[config.mk]
export PLATFORM = sky130hd
export DESIGN_NAME = rle_decompressor_flat
export DESIGN_NICKNAME = d
export VERILOG_FILES = /design/src/rtl/rle_decompressor_pkg.sv /design/src/rtl/rle_decompressor_if.sv /design/src/rtl/rle_decompressor_pair_fifo.sv /design/src/rtl/rle_decompressor.sv /design/src/flat_wrapper.sv
export SDC_FILE = /design/constraint.sdc
export NUM_CORES = 1
export LEC_CHECK = 0
export CAP_MARGIN = 5
export CORE_AREA = 4 4 112 114
export DETAILED_ROUTE_END_ITERATION = 8
export DIE_AREA = 0 0 116 118
export GPL_ROUTABILITY_DRIVEN = 0
export GPL_TIMING_DRIVEN = 1
export PLACE_DENSITY = 0.62
export SETUP_SLACK_MARGIN = 0.4
export SLEW_MARGIN = 5
export SYNTH_ARGS = -nofsm -noshare
export SYNTH_HDL_FRONTEND = slang
export SYNTH_SLANG_ARGS = --single-unit
export TNS_END_PERCENT = 10
[constraint.sdc]
create_clock -name clk -period 6.87 [get_ports clk]
set_input_delay 1.374 -clock clk [delete_from_list [all_inputs] [get_ports clk]]
set_output_delay 1.374 -clock clk [all_outputs]
set_load 0.005 [all_outputs]
[src/rtl/rle_decompressor_pkg.sv]
// -----------------------------------------------------------------------------
// rle_pkg
// Shared types for the run-length codec blocks.
//   byte_t          : one data byte of the plain stream
//   count_t         : run length carried alongside a byte (0 = empty pair)
//   rle_pair_t      : {value, count} pair as buffered by the decompressor
//   rle_dec_state_e : expander FSM states
// -----------------------------------------------------------------------------
package rle_pkg;

  localparam int BYTE_W  = 8;
  localparam int COUNT_W = 8;

  typedef logic [BYTE_W-1:0]  byte_t;
  typedef logic [COUNT_W-1:0] count_t;

  typedef struct packed {
    byte_t  value;
    count_t count;
  } rle_pair_t;

  typedef enum logic [0:0] {
    IDLE = 1'b0,
    EMIT = 1'b1
  } rle_dec_state_e;

  // A zero count carries no bytes; such pairs are dropped silently.
  function automatic logic pair_is_empty(input count_t count);
    return (count == 8'd0);
  endfunction

endpackage : rle_pkg

[src/rtl/rle_decompressor_if.sv]
// -----------------------------------------------------------------------------
// rle_decompressor_if
// Bundles the pair input side and the byte output side of the decompressor.
//   data_in/count_in/valid_in : pair offered by the upstream compressor
//   in_ready                  : pair buffer can take a pair this cycle
//   data_out/valid_out        : expanded byte stream
//   out_ready                 : downstream accepts data_out this cycle
//   overflow                  : sticky, a non-empty pair was dropped
// Modports: slave = decompressor, master = environment driving it.
// -----------------------------------------------------------------------------
interface rle_decompressor_if;
  import rle_pkg::*;

  byte_t  data_in;
  count_t count_in;
  logic   valid_in;
  logic   in_ready;
  byte_t  data_out;
  logic   valid_out;
  logic   out_ready;
  logic   overflow;

  modport slave (
    input  data_in,
    input  count_in,
    input  valid_in,
    output in_ready,
    output data_out,
    output valid_out,
    input  out_ready,
    output overflow
  );

  modport master (
    output data_in,
    output count_in,
    output valid_in,
    input  in_ready,
    input  data_out,
    input  valid_out,
    output out_ready,
    input  overflow
  );

endinterface : rle_decompressor_if

[src/rtl/rle_decompressor_pair_fifo.sv]
// -----------------------------------------------------------------------------
// rle_pair_fifo
// Synchronous FIFO of rle_pair_t with registered full/empty flags.
//   clk, rst_n : clock, asynchronous active-low reset
//   i_push     : write i_wdata (ignored while full)
//   i_pop      : advance the read pointer (ignored while empty)
//   i_wdata    : pair to write
//   o_rdata    : head pair, valid whenever o_empty = 0
//   o_full     : DEPTH entries held
//   o_empty    : no entries held
// DEPTH must be a power of two so the pointers wrap naturally.
// -----------------------------------------------------------------------------
module rle_pair_fifo
  import rle_pkg::*;
#(
  parameter int DEPTH = 4
) (
  input  logic      clk,
  input  logic      rst_n,
  input  logic      i_push,
  input  logic      i_pop,
  input  rle_pair_t i_wdata,
  output rle_pair_t o_rdata,
  output logic      o_full,
  output logic      o_empty
);

  localparam int PTR_W = $clog2(DEPTH);
  localparam int CNT_W = PTR_W + 1;
  localparam logic [CNT_W-1:0] CNT_FULL = CNT_W'(DEPTH);

  rle_pair_t        r_mem [DEPTH];
  logic [PTR_W-1:0] r_wr_ptr;
  logic [PTR_W-1:0] r_rd_ptr;
  logic [CNT_W-1:0] r_count;
  logic             r_full;
  logic             r_empty;

  logic             w_do_push;
  logic             w_do_pop;
  logic [CNT_W-1:0] w_count_nxt;

  // A push while full is refused even if a pop happens in the same cycle.
  assign w_do_push = i_push && !r_full;
  assign w_do_pop  = i_pop && !r_empty;

  // Next occupancy, used to register full/empty.
  always_comb begin
    w_count_nxt = r_count;
    case ({w_do_push, w_do_pop})
      2'b10:   w_count_nxt = r_count + CNT_W'(1);
      2'b01:   w_count_nxt = r_count - CNT_W'(1);
      default: w_count_nxt = r_count;
    endcase
  end

  // Storage, pointers, occupancy and flags.
  always_ff @(posedge clk or negedge rst_n) begin
    if (!rst_n) begin
      for (int i = 0; i < DEPTH; i++) begin
        r_mem[i] <= '0;
      end
      r_wr_ptr <= '0;
      r_rd_ptr <= '0;
      r_count  <= '0;
      r_full   <= 1'b0;
      r_empty  <= 1'b1;
    end else begin
      if (w_do_push) begin
        r_mem[r_wr_ptr] <= i_wdata;
        r_wr_ptr        <= r_wr_ptr + PTR_W'(1);
      end
      if (w_do_pop) begin
        r_rd_ptr <= r_rd_ptr + PTR_W'(1);
      end
      r_count <= w_count_nxt;
      r_full  <= (w_count_nxt == CNT_FULL);
      r_empty <= (w_count_nxt == '0);
    end
  end

  assign o_rdata = r_mem[r_rd_ptr];
  assign o_full  = r_full;
  assign o_empty = r_empty;

endmodule : rle_pair_fifo

[src/rtl/rle_decompressor.sv]
// -----------------------------------------------------------------------------
// rle_decompressor
// Expands (byte, count) pairs into a plain byte stream, one byte per cycle.
//   clk   : single clock, rising edge
//   rst_n : asynchronous active-low reset
//   bus   : rle_decompressor_if.slave
//             pair in  : data_in, count_in, valid_in -> in_ready
//             byte out : data_out, valid_out         <- out_ready
//             overflow : sticky drop indicator, cleared only by reset
// Pairs are buffered in rle_pair_fifo; the expander pops the head pair and
// repeats its byte 'count' times, chaining into the next pair without a
// bubble. in_ready and valid_out come straight from registers.
// -----------------------------------------------------------------------------
module rle_decompressor
  import rle_pkg::*;
#(
  parameter int FIFO_DEPTH = 4
) (
  input logic               clk,
  input logic               rst_n,
  rle_decompressor_if.slave bus
);

  rle_pair_t      w_wdata;
  rle_pair_t      w_rdata;
  logic           w_push;
  logic           w_pop;
  logic           w_full;
  logic           w_empty;
  logic           w_offer;

  rle_dec_state_e r_state;
  byte_t          r_data_out;
  count_t         r_remaining;
  logic           r_valid_out;
  logic           r_overflow;

  // Empty pairs are neither stored nor counted as overflow.
  assign w_offer       = bus.valid_in && !pair_is_empty(bus.count_in);
  assign w_push        = w_offer && !w_full;
  assign w_wdata.value = bus.data_in;
  assign w_wdata.count = bus.count_in;

  // Pop when idle with data waiting, or when the last byte of the current
  // run is being accepted and another pair is already buffered.
  always_comb begin
    w_pop = 1'b0;
    case (r_state)
      IDLE: begin
        if (!w_empty) begin
          w_pop = 1'b1;
        end else begin
          w_pop = 1'b0;
        end
      end
      EMIT: begin
        if (bus.out_ready && (r_remaining <= 8'd1) && !w_empty) begin
          w_pop = 1'b1;
        end else begin
          w_pop = 1'b0;
        end
      end
      default: w_pop = 1'b0;
    endcase
  end

  rle_pair_fifo #(
    .DEPTH (FIFO_DEPTH)
  ) u_fifo (
    .clk     (clk),
    .rst_n   (rst_n),
    .i_push  (w_push),
    .i_pop   (w_pop),
    .i_wdata (w_wdata),
    .o_rdata (w_rdata),
    .o_full  (w_full),
    .o_empty (w_empty)
  );

  // Expander FSM: loads pairs from the FIFO head and counts down each run.
  always_ff @(posedge clk or negedge rst_n) begin
    if (!rst_n) begin
      r_state     <= IDLE;
      r_data_out  <= 8'd0;
      r_remaining <= 8'd0;
      r_valid_out <= 1'b0;
    end else begin
      case (r_state)
        IDLE: begin
          if (!w_empty) begin
            r_data_out  <= w_rdata.value;
            r_remaining <= w_rdata.count;
            r_valid_out <= 1'b1;
            r_state     <= EMIT;
          end else begin
            r_valid_out <= 1'b0;
          end
        end
        EMIT: begin
          if (bus.out_ready) begin
            if (r_remaining > 8'd1) begin
              r_remaining <= r_remaining - 8'd1;
            end else if (!w_empty) begin
              r_data_out  <= w_rdata.value;
              r_remaining <= w_rdata.count;
            end else begin
              r_remaining <= 8'd0;
              r_valid_out <= 1'b0;
              r_state     <= IDLE;
            end
          end else begin
            r_valid_out <= 1'b1;
          end
        end
        default: begin
          r_valid_out <= 1'b0;
          r_state     <= IDLE;
        end
      endcase
    end
  end

  // Sticky overflow: a non-empty pair arrived while the buffer was full.
  always_ff @(posedge clk or negedge rst_n) begin
    if (!rst_n) begin
      r_overflow <= 1'b0;
    end else if (w_offer && w_full) begin
      r_overflow <= 1'b1;
    end else begin
      r_overflow <= r_overflow;
    end
  end

  assign bus.in_ready  = !w_full;
  assign bus.data_out  = r_data_out;
  assign bus.valid_out = r_valid_out;
  assign bus.overflow  = r_overflow;

endmodule : rle_decompressor

[src/flat_wrapper.sv]
// flat-port wrapper written by rule: the top's interface ports become plain ports
module rle_decompressor_flat import rle_pkg::*;
#(
  parameter int FIFO_DEPTH = 4
)
  (clk, rst_n, bus_data_in, bus_count_in, bus_valid_in, bus_in_ready, bus_data_out, bus_valid_out, bus_out_ready, bus_overflow);
  rle_decompressor_if bus_i ();
  input logic clk;
  input logic rst_n;
  input wire logic [$bits(bus_i.data_in)-1:0] bus_data_in;
  input wire logic [$bits(bus_i.count_in)-1:0] bus_count_in;
  input wire logic [$bits(bus_i.valid_in)-1:0] bus_valid_in;
  output wire logic [$bits(bus_i.in_ready)-1:0] bus_in_ready;
  output wire logic [$bits(bus_i.data_out)-1:0] bus_data_out;
  output wire logic [$bits(bus_i.valid_out)-1:0] bus_valid_out;
  input wire logic [$bits(bus_i.out_ready)-1:0] bus_out_ready;
  output wire logic [$bits(bus_i.overflow)-1:0] bus_overflow;
  assign bus_i.data_in = bus_data_in;
  assign bus_i.count_in = bus_count_in;
  assign bus_i.valid_in = bus_valid_in;
  assign bus_in_ready = bus_i.in_ready;
  assign bus_data_out = bus_i.data_out;
  assign bus_valid_out = bus_i.valid_out;
  assign bus_i.out_ready = bus_out_ready;
  assign bus_overflow = bus_i.overflow;
  rle_decompressor #(.FIFO_DEPTH(FIFO_DEPTH)) u_core (.clk(clk), .rst_n(rst_n), .bus(bus_i));
endmodule
## Word-level counts from Yosys, hierarchy flattened

Index checks and enable logic that the tools add are counted.

- Bits in registers: 92
- Bits of input ports: 20
- Output and inout bits: 11
- Word-level logic and storage cells: 81

- Add/sub/neg operators: 5
- $lt $le $gt $ge: 5
- Equality and inequality tests: 8
- Multiplexer cells: 26
- Bitwise operators: 3
- Reduce and logical (&&, ||, !) cells: 16

Operators by type and width:

| operator | count |
|---|---|
| 64-bit bitwise mux | 1 |
| 8-bit two-way mux | 7 |
| 16-bit two-way mux | 3 |
| 16-bit binary-select mux with 2-bit select | 1 |
| 16-bit demux with 2-bit select | 1 |
| 8-bit case mux with 2 select lines | 2 |
| 8-bit by 1-bit greater-than comparator with 1-bit output, second input constant | 1 |
| 8-bit by 1-bit <= comparator with 1-bit output, second input constant | 1 |
| 1-bit logical AND | 8 |
| 8-bit logical NOT | 1 |
| 8-bit by 1-bit subtractor with 8-bit output, second input constant | 1 |
| 1-bit two-way mux | 7 |
| 3-bit >= comparator, second input constant | 2 |
| 2-bit inequality test, second input constant | 3 |
| 3-bit inequality test, second input constant | 2 |
| 2-bit inverter with 3-bit output | 2 |
| 1-bit case mux with 2 select lines | 3 |
| 3-bit case mux with 2 select lines | 1 |
| 2-bit AND reduction | 3 |
| 2-bit by 1-bit adder with 2-bit output, second input constant | 2 |
| 3-bit by 1-bit adder with 3-bit output, second input constant | 1 |
| 3-bit == test, second input constant | 1 |
| 1-bit logical NOT | 3 |
| 3-bit logical NOT | 1 |
| 5 further kinds | 5 |

## Depth between registers and ports, before layout

Gate-level depths: netlist (run 1).

- Depth in word-level cells: 9
- Mapped depth: 14
- Depth with buffers taken out: 12

## By module

Synthesis (run 1) repeated with hierarchy kept, for this count alone.

- Cell total of the unflattened synthesis: 294
- Area, all modules: 4633.2 µm²

Modules (own cells, without submodules):

| module | instances | cells each | area each (µm²) | seq. area each (µm²) |
|---|---|---|---|---|
| rle_pair_fifo | 1 | 197 | 3564.7 | 1828.0 |
| rle_decompressor | 1 | 97 | 1068.5 | 475.5 |

## Worst setup path before layout (run 1)

No wires, ideal clock.

- Path type: input-to-reg
- From: in bus_count_in[1]
- To: reg u_core.u_fifo.r_full (netlist: u_core.u_fifo.o_full)
- Library setup time: 0.073 ns
- Arrival time: 3.223 ns
- Path slack: 3.574 ns
- Cell stages on the path: 10
- Cells stage by stage: nor4_2 -> a21oi_4 -> inv_1 -> ha_1 -> inv_1 -> fa_1 -> xor2_1 -> nor2_1 -> xor2_1 -> nor2b_1

- Longest elaborated chain between the ends: 8
- Elaborated cells on any way between the ends: 9
- Classes of those cells: eq/ne: 3; mux: 1; reduce/logical: 5

Ends and longest elaborated chain:

| what | line | source |
|---|---|---|
| from (decl) | flat_wrapper.sv:11 | `input wire logic [$bits(bus_i.count_in)-1:0] bus_count_in;` |
| 8-bit logical NOT (*) | rle_decompressor_pkg.sv:29 | `return (count == 8'd0);` |
| 1-bit logical NOT (*) | rle_decompressor.sv:39 | `assign w_offer = bus.valid_in && !pair_is_empty(bus.count_in);` |
| 1-bit logical AND (*) | rle_decompressor.sv:39 |  |
| 1-bit logical AND (*) | rle_decompressor.sv:40 | `assign w_push = w_offer && !w_full;` |
| 1-bit logical AND (*) | rle_decompressor_pair_fifo.sv:44 | `assign w_do_push = i_push && !r_full;` |
| 2-bit by 1-bit == test with 1-bit output or 2-bit == test (tied branches) | rle_decompressor_pair_fifo.sv:50 | `case ({w_do_push, w_do_pop})` |
| 3-bit case mux with 2 select lines (*) | rle_decompressor_pair_fifo.sv:50 |  |
| via u_core.u_fifo.w_count_nxt[2] | rle_decompressor_pair_fifo.sv:41 | `logic [CNT_W-1:0] w_count_nxt;` |
| 3-bit == test (*) | rle_decompressor_pair_fifo.sv:77 | `r_full <= (w_count_nxt == CNT_FULL);` |
| to (signal assigned) | rle_decompressor_pair_fifo.sv:77 |  |
| to (decl) | rle_decompressor_pair_fifo.sv:36 | `logic r_full;` |

Mark *: on every way through the listed nets, which the timed path passes. The rest lies on a longest branch.
A chain may end at the register's enable or synchronous reset.

## Worst setup path after layout (run 1)

- From: in bus_out_ready
- To: reg u_core.u_fifo.r_full (netlist: u_core.u_fifo.o_full)

- Longest elaborated chain between the ends: 8
- Elaborated cells on any way between the ends: 9
- Classes of those cells: eq/ne: 3; mux: 3; reduce/logical: 3

Ends and longest elaborated chain:

| what | line | source |
|---|---|---|
| from (decl) | flat_wrapper.sv:16 | `input wire logic [$bits(bus_i.out_ready)-1:0] bus_out_ready;` |
| 1-bit logical AND (*) (2 in series) | rle_decompressor.sv:57 | `if (bus.out_ready && (r_remaining <= 8'd1) && !w_empty) begin` |
| 1-bit two-way mux (*) | rle_decompressor.sv:57 |  |
| 1-bit case mux with 2 select lines (*) | rle_decompressor.sv:48 | `case (r_state)` |
| 1-bit logical AND (*) | rle_decompressor_pair_fifo.sv:45 | `assign w_do_pop = i_pop && !r_empty;` |
| 2-bit by 1-bit == test with 1-bit output or 2-bit == test (tied branches) | rle_decompressor_pair_fifo.sv:50 |  |
| 3-bit case mux with 2 select lines (*) | rle_decompressor_pair_fifo.sv:50 |  |
| via u_core.u_fifo.w_count_nxt[2] | rle_decompressor_pair_fifo.sv:41 |  |
| 3-bit == test (*) | rle_decompressor_pair_fifo.sv:77 |  |

Marked as above.

==> impl_metrics.csv, run 1 <==
group,metric,value,unit
cts,cts_setup_buffers,0,
final_layout,final_area,5160,um^2
final_layout,synthToLayoutAreaGrowth,14.4,%
detailed_routing,wl_per_cell,18.2,um
critical_path,max_stage_delay,0.63,ns
final_layout,layout_commonest_cell,"dfrtp_1",
critical_path,crit_top_cell,"xor2_1",
synthesis,syn_avg_cell_area,15.6,um^2
min_path,hold_class,"reg -> reg",
critical_path,cp-start-kind,"input pin",
run_status,status,"completed",
cts,clock_latency,0.34,ns
detailed_routing,firstDrtPassIters,4,
detailed_routing,avgViaCountPerCell,5.24,
timing,rsz0062_at_grt,"no",
critical_path,critPathBufInv,2,
final_layout,final_cell_mix,"91 x dfrtp_1, 46 x mux2_4, 29 x clkdlybuf4s50_1",
timing,fmax,0.263,GHz
cts,clockBufferDepth,2,
synthesis,synth_warnings,0,
critical_path,cp.arrival,4.07,ns
critical_path,worst_setup_path_end_kind,"flop",
placed_design,dp_cells,453,
pwr,powerDensity,474,nW/um^2
die,core-area,11400,um^2
pwr,power.internal,1.71,mW
critical_path,critPathSlowestCell,"nor2_2",
timing,maxSlewViolCount,0,
cts,clk_pin_slew,0.06,ns
synthesis,yosys.area.top_type,"dfrtp_1",
timing,period_share,0.553,
cts,ctsResizeCount,0,
critical_path,path_cells,"clkdlybuf4s50_1 > a41oi_2 > nor2_2 > ha_1 > inv_1 > fa_1 > xor2_1 > nor2_1 > xor2_1 > nor2b_1",
synthesis,ys_ff_latch,92,
pwr,p_sw,0.734,mW
grt,grt_max_degree,72,
placed_design,post-place-ws,2.68,ns
final_layout,antenna_cells,0,
cts,numCtsBuffers,9,
timing,hold_violations,0,
die,die_x,116,um
die,die_height,118,um
pwr,p_leak,2.30,nW
synthesis,ys_seq_area_frac,0.510,
pwr,combPwrFrac,0.393,
pwr,power.total,2.45,mW
detailed_routing,postRouteAntennaNets,0,
grt,track_usage,0.138,
synthesis,synth.distinct_cells,49,
detailed_routing,vias,2449,
grt,grt_pass1_wl,14.5,mm
die,ios,31,
final_layout,fill_cells,1029,
synthesis,synthArstFlopShare,1.00,
critical_path,crit_fanout,11,
critical_path,cp_top_family,"simple AND/OR/NAND/NOR gates",
pwr,swShare,0.300,
cts,clock-sinks,92,
timing,tightest_slew,0.918,ns
job,max_cap_violations,0,
pwr,vdd_drop_max,0.148,mV
synthesis,syn_inst,290,
detailed_routing,drt_iter0_drc,99,
grt,antenna_found_initial,0,
timing,fin_skew,0.00726,ns
die,start_util,0.395,
final_layout,nets,349,
timing,final-setup-viol-count,0,
placed_design,dpl.hpwl,5.43,mm
die,fp-row-count,39,
grt,grt_pass1_vias,2710,
placed_design,postPlaceCellArea,4870,um^2
synthesis,syn_nets,318,
synthesis,synth.top_cells.by_area,"dfrtp_1 50%, mux2_4 15%, mux4_2 8.0%",
cts,cts_root_buf,"clkbuf_16",
pwr,share_seq_of_total_power,0.405,
placed_design,port_buffers,30,
pwr,p_clk_frac,0.202,
synthesis,synth_top_area_frac,0.505,
final_layout,drive_above_1_share,0.361,
critical_path,worstPathRequired,7.14,ns
synthesis,syn_area,4510,um^2
synthesis,synth_edf_count,0,
timing,max_slew_margin,0.388,
detailed_routing,drt_wl_total,8.49,mm
cts,cts-htree-levels,3,
synthesis,synth_ff_type,"dfrtp_1",
die,die_area,13700,um^2
grt,grt-ovfl-total,0,
cts,tritoncts,"done",
timing,setup_slack,3.07,ns
critical_path,crit_type,"in -> reg",
final_layout,finalNonFillerCells,467,
timing,setup-tns-final,0,ns
detailed_routing,drcViolationCount,0,
timing,period_needed,3.80,ns
cts,cts-hold-fix-buffers,0,
-- Yosys cell counts (3+ instances only) --
master	instances
ha_1	7
mux2_2	25
o21ai_0	4
mux4_2	16
xor2_1	4
mux2_4	46
nor3_1	3
nand2b_1	3
buf_12	4
inv_1	12
buf_4	3
nand2_1	7
mux2i_1	6
o2bb2ai_1	5
nand2_4	4
o31ai_1	4
dfrtp_1	91
nor2_1	8
-- final timing paths --
path	start	endpoint	slack, ns	cells after the start
worst max-delay path	bus_out_ready	u_core.u_fifo.o_full	3.07	10
worst min-delay path	u_core.bus.overflow	u_core.bus.overflow	0.48	1
worst max register to register	u_core.r_remaining[0]	u_core.u_fifo.o_full	3.52	12
worst min register to register	u_core.bus.overflow	u_core.bus.overflow	0.48	1
max in group asynchronous	rst_n	u_core.u_fifo.r_mem[42]	4.78	2
min in group asynchronous	rst_n	u_core.u_fifo.r_mem[49]	0.92	1
-- state kept, by name, summed over array words and instances (netlist names) --
signal / count
u_core.bus.data_out: 8
u_core.bus.overflow: 1
u_core.bus.valid_out: 1
u_core.r_remaining: 8
u_core.r_state: 1
u_core.u_fifo.o_empty: 1
u_core.u_fifo.o_full: 1
u_core.u_fifo.r_count: 3
u_core.u_fifo.r_mem: 64
u_core.u_fifo.r_rd_ptr: 2
u_core.u_fifo.r_wr_ptr: 2
-- power by group through the flow --
stage / registers (mW) / logic [mW] / clock network [mW]
finish: 0.992 / 0.962 / 0.495
global route: 1.03 / 1.05 / 0.533
CTS: 0.993 / 0.976 / 0.508
detailed placement: 0.996 / 0.975 / 0
global placement: 0.990 / 0.950 / 0
floorplan: 0.922 / 0.831 / 0
-- area by class of cell --
type | instances | area [um^2] | area share
flip-flops and latches | 92 | 2300 | 0.446
multi-input cells | 174 | 2030 | 0.394
repair buffers | 32 | 313 | 0.0606
clock buffers | 12 | 256 | 0.0497
well taps | 143 | 179 | 0.0346
inverters | 12 | 45.0 | 0.00872
clock inverters | 2 | 35.0 | 0.00678
-- per-layer routing --
layer / vias up / global-route usage / routed length [um]
met1: 1281 / 0.192 / 4050
met4: 0 / 0.0609 / 162
met2: 31 / 0.209 / 4050
met3: 11 / 0.0267 / 216
li1: 1126 / - / -
met5: - / 0 / 0
-- logic make-up after synthesis --
kind of cell | after synthesis | synth area share
simple gates | 42 | 0.0604
compound gates | 24 | 0.0435
buf+inv | 24 | 0.0391
xor+xnor | 6 | 0.0116
fa+ha+maj | 8 | 0.0238
flops | 92 | 0.510
mux | 94 | 0.311
-- worst reg2reg max path: stages, from the launching register on --
cell,delay [ns]
dfrtp_1,0.40
inv_1,0.11
ha_1,0.20
or2_0,0.33
a41oi_2,0.19
nor2_2,0.63
ha_1,0.32
inv_1,0.06
fa_1,0.41
xor2_1,0.15
nor2_1,0.11
xor2_1,0.22
nor2b_1,0.16
-- through the flow --
stage / hold slack, ns / util
after floorplan: 0.446 / -
after global placement: 0.468 / 0.427
after detailed placement: 0.462 / 0.427
after CTS: 0.484 / 0.452
after global routing: 0.511 / 0.452
final: 0.482 / 0.452
Power figures use the tool's default switching activity.
==> inputs of run 2 (changes only) <==
clock period = 3.9 ns   (was 6.87 ns; I/O delays follow)
==> run 2 against run 1 <==
Wire length grew 0.31%; first-iteration DRC count shrank 1.0%; non-clock buffer count grew 2; clock power grew 61%; critical path type unchanged; largest power group unchanged; highest routed layer unchanged.
==> impl_metrics.csv, run 2 (same netlist as run 1, synthesis figures left out) <==
group,metric,value,unit
final_layout,layout_commonest_cell,"dfrtp_1",
pwr,vdd_drop_max,0.257,mV
timing,hold_violations,0,
critical_path,critPathBufInv,3,
pwr,powerDensity,822,nW/um^2
pwr,p_leak,2.30,nW
cts,cts_setup_buffers,0,
detailed_routing,maxUsedRoutingLayer,"met4",
critical_path,reg2reg_slack,1.17,ns
final_layout,drive_above_1_share,0.369,
final_layout,nets,351,
timing,period_share,0.785,
cts,tritoncts,"done",
die,core-area,11400,um^2
detailed_routing,wl_met2,4.17,mm
final_layout,antenna_cells,0,
timing,fin_skew,0.00754,ns
critical_path,path_cells,"clkdlybuf4s50_1 > nor4_2 > a21oi_4 > inv_1 > ha_1 > inv_1 > fa_1 > xor2_1 > nor2_1 > xor2_1 > nor2b_1",
critical_path,max_stage_delay,0.50,ns
run_status,status,"completed",
timing,setup-tns-final,0,ns
die,start_util,0.395,
grt,antenna_found_initial,0,
final_layout,finalNonFillerCells,471,
placed_design,dp_cells,455,
placed_design,port_buffers,30,
timing,fmax,0.326,GHz
min_path,hold_class,"in -> async",
critical_path,critPathSlowestCell,"nor4_2",
timing,maxSlewViolCount,0,
detailed_routing,firstDrtPassIters,4,
detailed_routing,drcViolationCount,0,
cts,numCtsBuffers,9,
job,max_cap_violations,0,
cts,clockBufferDepth,2,
cts,clock-sinks,92,
die,die_x,116,um
grt,grt-ovfl-total,0,
pwr,combPwrFrac,0.394,
placed_design,post-place-ws,0.414,ns
detailed_routing,wl_per_cell,18.1,um
timing,hold_ws,0.434,ns
grt,grt_pass1_vias,2644,
placed_design,dpl.hpwl,5.64,mm
final_layout,final_cell_mix,"91 x dfrtp_1, 46 x mux2_4, 29 x clkdlybuf4s50_1",
critical_path,crit_type,"in -> reg",
final_layout,largest_reg_flops,64,
timing,period_needed,3.06,ns
cts,cts_root_buf,"clkbuf_16",
grt,grt_pass1_wl,14.3,mm
grt,grt_max_degree,45,
final_layout,synthToLayoutAreaGrowth,14.3,%
cts,ctsResizeCount,0,
critical_path,worst_setup_path_end_kind,"flop",
die,ios,31,
pwr,p_clk_frac,0.188,
detailed_routing,postRouteAntennaNets,0,
final_layout,largest-register,"u_core.u_fifo.r_mem",
detailed_routing,drt_iter0_drc,98,
final_layout,post-route-util,0.452,
critical_path,cp_top_family,"simple AND/OR/NAND/NOR gates",
pwr,power.internal,2.94,mW
timing,setup_slack,0.837,ns
detailed_routing,avgViaCountPerCell,5.20,
detailed_routing,drt_wl_total,8.51,mm
detailed_routing,met1_length,4.01,mm
pwr,swShare,0.306,
pwr,share_seq_of_total_power,0.418,
critical_path,worstPathRequired,4.17,ns
cts,clock_latency,0.34,ns
timing,final-setup-viol-count,0,
cts,cts-hold-fix-buffers,0,
timing,max_slew_margin,0.407,
cts,cts-htree-levels,3,
critical_path,crit_fanout,8,
detailed_routing,vias,2451,
critical_path,cp-start-kind,"input pin",
die,die_height,118,um
pwr,p_sw,1.30,mW
detailed_routing,met3_length,200,um
cts,clk_pin_slew,0.06,ns
die,die_area,13700,um^2
timing,rsz0062_at_grt,"no",
die,fp-row-count,39,
critical_path,cp.arrival,3.34,ns
timing,tightest_slew,0.889,ns
grt,track_usage,0.137,
run 2: final cells by class:
cell class,count,area [um^2]
Timing Repair Buffer,34,328
Sequential cell,92,2300
Tap cell,143,179
Inverter,12,45.0
Clock buffer,11,243
Multi-Input combinational cell,174,2030
Clock inverter,5,27.5
Fill cell,1021,6260
run 2: path summary, 6_finish.rpt:
check                                          from                         to  depth (start not counted)
max reg2reg                   u_core.r_remaining[0]       u_core.u_fifo.o_full                         12
max                                 bus_count_in[1]       u_core.u_fifo.o_full                         11
min in group clk           u_core.u_fifo.r_count[2]   u_core.u_fifo.r_count[2]                          1
max in group asynchronous                     rst_n    u_core.u_fifo.r_mem[42]                          2
min reg2reg                u_core.u_fifo.r_count[2]   u_core.u_fifo.r_count[2]                          1
min                                           rst_n  u_core.u_fifo.r_wr_ptr[0]                          1
run 2: routing by layer:
| layer | up-vias | track usage |
|---|---|---|
| met4 | 0 | 0.0464 |
| met1 | 1290 | 0.190 |
| met5 | - | 0 |
| met3 | 9 | 0.0380 |
| met2 | 22 | 0.205 |
| li1 | 1130 | - |
run 2: through the flow:
step | area [um^2] | power, mW
6_report | 5160 | 4.24
5_1_grt | 5160 | 4.54
4_1_cts | 5160 | 4.29
3_5_place_dp | 4890 | 3.48
3_3_place_gp | 4890 | 3.43
2_1_floorplan | 4510 | 3.09
run 2: power by group through the flow:
stage	combinational (mW)	clock (mW)	sequential (mW)
CTS	1.69	0.818	1.78
floorplan	1.46	0	1.62
finish	1.67	0.796	1.77
detailed placement	1.69	0	1.79
global placement	1.66	0	1.77
global route	1.82	0.872	1.84
